--- src/rtl/patp_sequencer_if.sv ---
// Handshake and status bundle between the PATP sequencer and its surroundings.
// The master drives the controls, and the sequencer (slave) returns the mode and phase lines.
interface patp_sequencer_if #(
  parameter int unsigned CNT_W = 16
);
  logic             run;
  logic             step;
  logic             mem_wait;
  logic [2:0]       ir_opcode;
  logic             start_execute;
  logic             start_fetch;
  logic             fault_clr;

  logic             fetch;
  logic             clear;
  logic             inc1;
  logic             add;
  logic             dec1;
  logic             jmp;
  logic             buz;
  logic             load;
  logic             store;
  logic             t1;
  logic             t2;
  logic             t3;
  logic             t4;
  logic             t5;
  logic             halted;
  logic             fault;
  logic [CNT_W-1:0] retired;

  modport master (
    output run, step, mem_wait, ir_opcode, start_execute, start_fetch, fault_clr,
    input  fetch, clear, inc1, add, dec1, jmp, buz, load, store,
    input  t1, t2, t3, t4, t5, halted, fault, retired
  );

  modport slave (
    input  run, step, mem_wait, ir_opcode, start_execute, start_fetch, fault_clr,
    output fetch, clear, inc1, add, dec1, jmp, buz, load, store,
    output t1, t2, t3, t4, t5, halted, fault, retired
  );
endinterface

--- src/rtl/patp_sequencer.sv ---
// PATP timing/sequencing controller.
// Produces the fetch/exec mode, the one-hot t1..t5 phases and the decoded instruction lines.
module patp_sequencer #(
  parameter bit          RESET_RUN = 1'b0,
  parameter bit          WATCHDOG  = 1'b1,
  parameter int unsigned CNT_W     = 16
) (
  input logic              clk,
  input logic              rst_n,
  patp_sequencer_if.slave  bus
);

  localparam int unsigned PH_W = 5;
  localparam int unsigned OP_W = 3;
  localparam int unsigned IN_W = 8;

  localparam logic [1:0] ST_IDLE  = 2'd0;
  localparam logic [1:0] ST_FETCH = 2'd1;
  localparam logic [1:0] ST_EXEC  = 2'd2;
  localparam logic [1:0] ST_FAULT = 2'd3;

  localparam logic [1:0]      ST_RST = RESET_RUN ? ST_FETCH : ST_IDLE;
  localparam logic [PH_W-1:0] PH_T1  = PH_W'(1);
  localparam logic [PH_W-1:0] PH_T5  = PH_W'(16);
  localparam logic [PH_W-1:0] PH_RST = RESET_RUN ? PH_T1 : '0;

  logic [1:0]       state_q, state_d;
  logic [PH_W-1:0]  phase_q, phase_d;
  logic [OP_W-1:0]  op_q, op_d;
  logic             step_q, step_d;
  logic [CNT_W-1:0] retired_q, retired_d;

  // Output registers, loaded from the next-state values so they line up with the state.
  logic             fetch_q, fetch_d;
  logic [IN_W-1:0]  instr_q, instr_d;
  logic             halted_q, halted_d;
  logic             fault_q, fault_d;

  always_ff @(posedge clk or negedge rst_n) begin
    if (!rst_n) begin
      state_q   <= ST_RST;
      phase_q   <= PH_RST;
      op_q      <= '0;
      step_q    <= 1'b0;
      retired_q <= '0;
      fetch_q   <= RESET_RUN;
      instr_q   <= '0;
      halted_q  <= !RESET_RUN;
      fault_q   <= 1'b0;
    end else begin
      state_q   <= state_d;
      phase_q   <= phase_d;
      op_q      <= op_d;
      step_q    <= step_d;
      retired_q <= retired_d;
      fetch_q   <= fetch_d;
      instr_q   <= instr_d;
      halted_q  <= halted_d;
      fault_q   <= fault_d;
    end
  end

  // Next state; a mem_wait cycle leaves everything, outputs included, exactly where it was.
  always_comb begin
    state_d   = state_q;
    phase_d   = phase_q;
    op_d      = op_q;
    step_d    = step_q;
    retired_d = retired_q;

    if (!bus.mem_wait) begin
      case (state_q)
        ST_IDLE: begin
          if (bus.run || bus.step) begin
            state_d = ST_FETCH;
            phase_d = PH_T1;
            step_d  = bus.step;
          end
        end

        ST_FETCH: begin
          if (bus.start_execute) begin
            state_d = ST_EXEC;
            phase_d = PH_T1;
            op_d    = bus.ir_opcode;
          end else if (phase_q == PH_T5) begin
            if (WATCHDOG) begin
              state_d = ST_FAULT;
              phase_d = '0;
            end
          end else begin
            phase_d = {phase_q[PH_W-2:0], 1'b0};
          end
        end

        ST_EXEC: begin
          if (bus.start_fetch) begin
            retired_d = retired_q + CNT_W'(1);
            step_d    = 1'b0;
            if (bus.run && !step_q) begin
              state_d = ST_FETCH;
              phase_d = PH_T1;
            end else begin
              state_d = ST_IDLE;
              phase_d = '0;
            end
          end else if (phase_q == PH_T5) begin
            if (WATCHDOG) begin
              state_d = ST_FAULT;
              phase_d = '0;
              step_d  = 1'b0;
            end
          end else begin
            phase_d = {phase_q[PH_W-2:0], 1'b0};
          end
        end

        default: begin
          if (bus.fault_clr) begin
            state_d = ST_IDLE;
            phase_d = '0;
          end
        end
      endcase
    end
  end

  // Mode, instruction and status lines for the next cycle.
  always_comb begin
    fetch_d  = (state_d == ST_FETCH);
    instr_d  = '0;
    halted_d = (state_d == ST_IDLE) || (state_d == ST_FAULT);
    fault_d  = (state_d == ST_FAULT);
    if (state_d == ST_EXEC) begin
      instr_d = IN_W'(1) << op_d;
    end
  end

  assign bus.fetch   = fetch_q;
  assign bus.clear   = instr_q[0];
  assign bus.inc1    = instr_q[1];
  assign bus.add     = instr_q[2];
  assign bus.dec1    = instr_q[3];
  assign bus.jmp     = instr_q[4];
  assign bus.buz     = instr_q[5];
  assign bus.load    = instr_q[6];
  assign bus.store   = instr_q[7];
  assign bus.t1      = phase_q[0];
  assign bus.t2      = phase_q[1];
  assign bus.t3      = phase_q[2];
  assign bus.t4      = phase_q[3];
  assign bus.t5      = phase_q[4];
  assign bus.halted  = halted_q;
  assign bus.fault   = fault_q;
  assign bus.retired = retired_q;

endmodule

--- src/flat_wrapper.sv ---
// flat-port wrapper written by rule: the top's interface ports become plain ports
module patp_sequencer_flat 
#(
  parameter bit          RESET_RUN = 1'b0,
  parameter bit          WATCHDOG  = 1'b1,
  parameter int unsigned CNT_W     = 16
)
  (clk, rst_n, bus_run, bus_step, bus_mem_wait, bus_ir_opcode, bus_start_execute, bus_start_fetch, bus_fault_clr, bus_fetch, bus_clear, bus_inc1, bus_add, bus_dec1, bus_jmp, bus_buz, bus_load, bus_store, bus_t1, bus_t2, bus_t3, bus_t4, bus_t5, bus_halted, bus_fault, bus_retired);
  patp_sequencer_if #(.CNT_W(CNT_W)) bus_i ();
  input logic clk;
  input logic rst_n;
  input wire logic [$bits(bus_i.run)-1:0] bus_run;
  input wire logic [$bits(bus_i.step)-1:0] bus_step;
  input wire logic [$bits(bus_i.mem_wait)-1:0] bus_mem_wait;
  input wire logic [$bits(bus_i.ir_opcode)-1:0] bus_ir_opcode;
  input wire logic [$bits(bus_i.start_execute)-1:0] bus_start_execute;
  input wire logic [$bits(bus_i.start_fetch)-1:0] bus_start_fetch;
  input wire logic [$bits(bus_i.fault_clr)-1:0] bus_fault_clr;
  output wire logic [$bits(bus_i.fetch)-1:0] bus_fetch;
  output wire logic [$bits(bus_i.clear)-1:0] bus_clear;
  output wire logic [$bits(bus_i.inc1)-1:0] bus_inc1;
  output wire logic [$bits(bus_i.add)-1:0] bus_add;
  output wire logic [$bits(bus_i.dec1)-1:0] bus_dec1;
  output wire logic [$bits(bus_i.jmp)-1:0] bus_jmp;
  output wire logic [$bits(bus_i.buz)-1:0] bus_buz;
  output wire logic [$bits(bus_i.load)-1:0] bus_load;
  output wire logic [$bits(bus_i.store)-1:0] bus_store;
  output wire logic [$bits(bus_i.t1)-1:0] bus_t1;
  output wire logic [$bits(bus_i.t2)-1:0] bus_t2;
  output wire logic [$bits(bus_i.t3)-1:0] bus_t3;
  output wire logic [$bits(bus_i.t4)-1:0] bus_t4;
  output wire logic [$bits(bus_i.t5)-1:0] bus_t5;
  output wire logic [$bits(bus_i.halted)-1:0] bus_halted;
  output wire logic [$bits(bus_i.fault)-1:0] bus_fault;
  output wire logic [$bits(bus_i.retired)-1:0] bus_retired;
  assign bus_i.run = bus_run;
  assign bus_i.step = bus_step;
  assign bus_i.mem_wait = bus_mem_wait;
  assign bus_i.ir_opcode = bus_ir_opcode;
  assign bus_i.start_execute = bus_start_execute;
  assign bus_i.start_fetch = bus_start_fetch;
  assign bus_i.fault_clr = bus_fault_clr;
  assign bus_fetch = bus_i.fetch;
  assign bus_clear = bus_i.clear;
  assign bus_inc1 = bus_i.inc1;
  assign bus_add = bus_i.add;
  assign bus_dec1 = bus_i.dec1;
  assign bus_jmp = bus_i.jmp;
  assign bus_buz = bus_i.buz;
  assign bus_load = bus_i.load;
  assign bus_store = bus_i.store;
  assign bus_t1 = bus_i.t1;
  assign bus_t2 = bus_i.t2;
  assign bus_t3 = bus_i.t3;
  assign bus_t4 = bus_i.t4;
  assign bus_t5 = bus_i.t5;
  assign bus_halted = bus_i.halted;
  assign bus_fault = bus_i.fault;
  assign bus_retired = bus_i.retired;
  patp_sequencer #(.RESET_RUN(RESET_RUN), .WATCHDOG(WATCHDOG), .CNT_W(CNT_W)) u_core (.clk(clk), .rst_n(rst_n), .bus(bus_i));
endmodule
--- config.mk ---
export PLATFORM = sky130hd
export DESIGN_NAME = patp_sequencer_flat
export DESIGN_NICKNAME = d
export VERILOG_FILES = /design/src/rtl/patp_sequencer_if.sv /design/src/rtl/patp_sequencer.sv /design/src/flat_wrapper.sv
export SDC_FILE = /design/constraint.sdc
export NUM_CORES = 1
export LEC_CHECK = 0
export CELL_PAD_IN_SITES_DETAIL_PLACEMENT = 2
export CELL_PAD_IN_SITES_GLOBAL_PLACEMENT = 2
export CORE_MARGIN = 2
export CORE_UTILIZATION = 31
export DETAILED_ROUTE_END_ITERATION = 6
export PLACE_DENSITY_LB_ADDON = 0.15
export RECOVER_POWER = 100
export SYNTH_ARGS = -nofsm -noshare
export SYNTH_HDL_FRONTEND = slang
export SYNTH_SLANG_ARGS = --single-unit
--- constraint.sdc ---
create_clock -name clk -period 2.85 [get_ports clk]
set_input_delay 0.57 -clock clk [delete_from_list [all_inputs] [get_ports clk]]
set_output_delay 0.57 -clock clk [all_outputs]
set_load 0.03 [all_outputs]
==> flow_metrics.py <==
metrics = {
    "status": {
        "outcome": "finished, violations left",
        "violations": "capacitance limit, slew limit",
    },
    "final_layout": {
        "stdcell_area_um2": 2357,
        "antennaDiodeCount": 0,
        "num-nets-final": 221,
        "drive_gt1_frac": 0.07882,
        "area_growth_pct": 32.77,
        "final_common_cell": "dfrtp_1",
        "fin_cells": 275,
        "layout_common_cells": "dfrtp_1 (37), dlygate4sd3_1 (33), xnor2_1 (14), inv_1 (12), nand2_1 (10)",
    },
    "drt": {
        "routed_via_density": 4.851,
        "wirelength_um": 4438,
        "drc": 0,
        "routedWlPerCell_um": 16.14,
        "drt_iter0_markers": 34,
        "dr.pass1.iters": 2,
        "vias": 1334,
        "antenna_left": 0,
    },
    "global_routing": {
        "globalRouteOverflowTotal": 0,
        "grt_pass1_vias": 1407,
        "grt_pass1_wl_um": 7300,
        "grt_usage": 0.1529,
        "grt_antenna_before_repair": 0,
        "grt_max_degree": 39,
    },
    "sta": {
        "tightestPinTransition_ns": 2.081,
        "slew-limit-headroom": -0.3872,
        "final-setup-viol-count": 0,
        "rsz0062_at_grt": "no",
        "slew_violations": 39,
        "min_period_ns": 2.532,
        "fmax_mhz": 394.9,
        "timing.hold.ws_ns": 0.4682,
        "fin_crit_sh": 0.8886,
        "finalHoldViolCount": 0,
        "fin_skew_ns": 0.008993,
        "finalSetupTns_ns": 0,
    },
    "critical_path": {
        "ff2ff_path_depth": 10,
        "r2r-end": "u_core.instr_q[2]",
        "critical_path_class": "flip-flop to flip-flop",
        "cp_max_fo": 6,
        "critical_path_arrival_ns": 2.75,
        "crit_start": "u_core.state_q[0]",
        "required_ns": 3.07,
        "endpoint": "u_core.instr_q[2]",
        "r2r-start": "u_core.state_q[0]",
        "regToRegSetupSlack_ns": 0.32,
        "end_kind": "flip-flop",
        "startpoint_type": "flip-flop",
    },
    "synth": {
        "postSynth.asyncResetShare": 1.000,
        "ys_seq_area_frac": 0.5363,
        "yosysTopAreaCellShare": 0.5215,
        "synthTopCellsByArea": "dfrtp_1 (52%), xnor2_1 (6.9%), ha_1 (5.6%)",
        "synth_area_um2": 1775,
        "ys.flop_type": "dfrtp_1",
        "synth_edf_count": 0,
        "ys_seq_elements": 38,
        "synth_cell_type_count": 38,
        "netlist_instances": 156,
        "ys_warn_count": 0,
        "avgSynthCellArea_um2": 11.38,
        "syn_nets": 175,
        "synth_largest_area_cell": "dfrtp_1",
    },
    "cts": {
        "post_cts_buffers": 0,
        "clk_pin_slew_ns": 0.08,
        "cts_max_path_buffers": 2,
        "cts.sinks": 38,
        "numCtsBuffers": 5,
        "clk_latency_ns": 0.29,
        "htreeDepth": 2,
        "cts_hold_buffers": 0,
        "cts_resized": 0,
        "cts_tree": "done",
        "cts-root-buf": "clkbuf_8",
    },
    "min_path": {
        "hold_path_class": "flip-flop to flip-flop",
    },
    "floorplan": {
        "die_w_um": 79.68,
        "initial_core_util": 0.3224,
        "ioPinCount": 43,
        "die_h_um": 79.68,
        "fp-row-count": 27,
        "core-area_um2": 5507,
        "dieArea_um2": 6349,
    },
    "placed_design": {
        "gp_congestion": 0.8441,
        "dp_hpwl_um": 3302,
        "place_area_um2": 2262,
        "dp.cells": 267,
        "io_buffer_count": 42,
    },
    "run": {
        "maxCapViolations": 1,
    },
    "pwr": {
        "finalPower_mw": 1.830,
        "irDropWorstVdd_v": 0.0003526,
        "p_leak_nw": 1.124,
        "p_per_area_nw_per_um2": 776.3,
    },
}
==> critical path, stage by stage, from the launching register on <==
cell,delay [ns]
dfrtp_1,0.45
inv_1,0.14
ha_1,0.27
nor3b_2,0.28
o31ai_1,0.09
and3b_1,0.20
a211oi_1,0.31
ha_1,0.24
inv_1,0.05
or2_0,0.30
nor2_1,0.14
==> worst min-delay path by stage <==
stage,slack (ns),cells past startpoint,from,endpoint
2_1_floorplan,0.27,0,rst_n,u_core.bus.fault
3_3_place_gp,0.46,1,u_core.bus.retired[15],u_core.bus.retired[15]
3_5_place_dp,0.47,1,u_core.step_q,u_core.step_q
4_1_cts,0.40,1,rst_n,u_core.bus.retired[8]
5_1_grt,0.51,1,u_core.bus.retired[15],u_core.bus.retired[15]
6_report,0.47,1,u_core.bus.retired[15],u_core.bus.retired[15]
==> synth_stat cells, types with 3 or more instances <==
cell type / count
nand2b_1: 3
nor3_1: 3
o21ai_0: 5
nand4_1: 5
a21oi_1: 4
nand2_1: 10
ha_1: 8
o31ai_1: 3
nand3_1: 9
nor2_1: 9
inv_1: 12
xnor2_1: 14
dfrtp_1: 37
==> metal layers <==
layer	GRT usage	vias up	part of all wire
li1	-	625	-
met1	0.1806	672	0.43
met2	0.2655	30	0.51
met3	0.03959	7	0.044
met4	0.05690	0	0.014
met5	0	-	0
==> state kept, by name, summed over array words and instances (netlist names) <==
register	cells
u_core.bus.retired	16
u_core.instr_q	8
u_core.phase_q	5
u_core.op_q	3
u_core.state_q	2
u_core.bus.fault	1
u_core.bus.fetch	1
u_core.bus.halted	1
u_core.step_q	1
==> area by class of cell <==
class,count,area (µm²)
sequential,38,952.2
timing repair buffer,43,421.7
clock buffer,7,86.33
fill,587,3149
inverter,12,45.04
multi-input combinational,102,732.0
clock inverter,1,30.03
tap,72,90.09
==> kinds of logic (layout without fill, tap and decap cells) <==
logic type | count (synthesis) | in the layout | synth area share
flip-flops | 38 | 38 | 0.5363
XOR/XNOR | 15 | 15 | 0.07400
buffers and inverters | 16 | 63 | 0.04016
AO/OA/AOI/OAI | 20 | 20 | 0.07470
AND/OR/NAND/NOR | 54 | 54 | 0.1860
multiplexers | 5 | 5 | 0.03241
adder cells (fa/ha/maj) | 8 | 8 | 0.05638
==> where the power goes <==
group | leakage [nW] | switching [mW] | internal (mW)
combinational | 0.556 | 0.379 | 0.249
clock | 0.0585 | 0.186 | 0.285
sequential | 0.510 | 0.0888 | 0.641
total | 1.12 | 0.654 | 1.18
==> per-stage QoR <==
stage,setup slack [ns],utilization
final,0.3175,0.4281
after global routing,0.07473,0.4281
after CTS,0.3285,0.4319
after detailed placement,0.1699,0.4108
after global placement,0.2625,0.4108
after floorplan,0.5936,-
(Power assumes the default switching activity.)
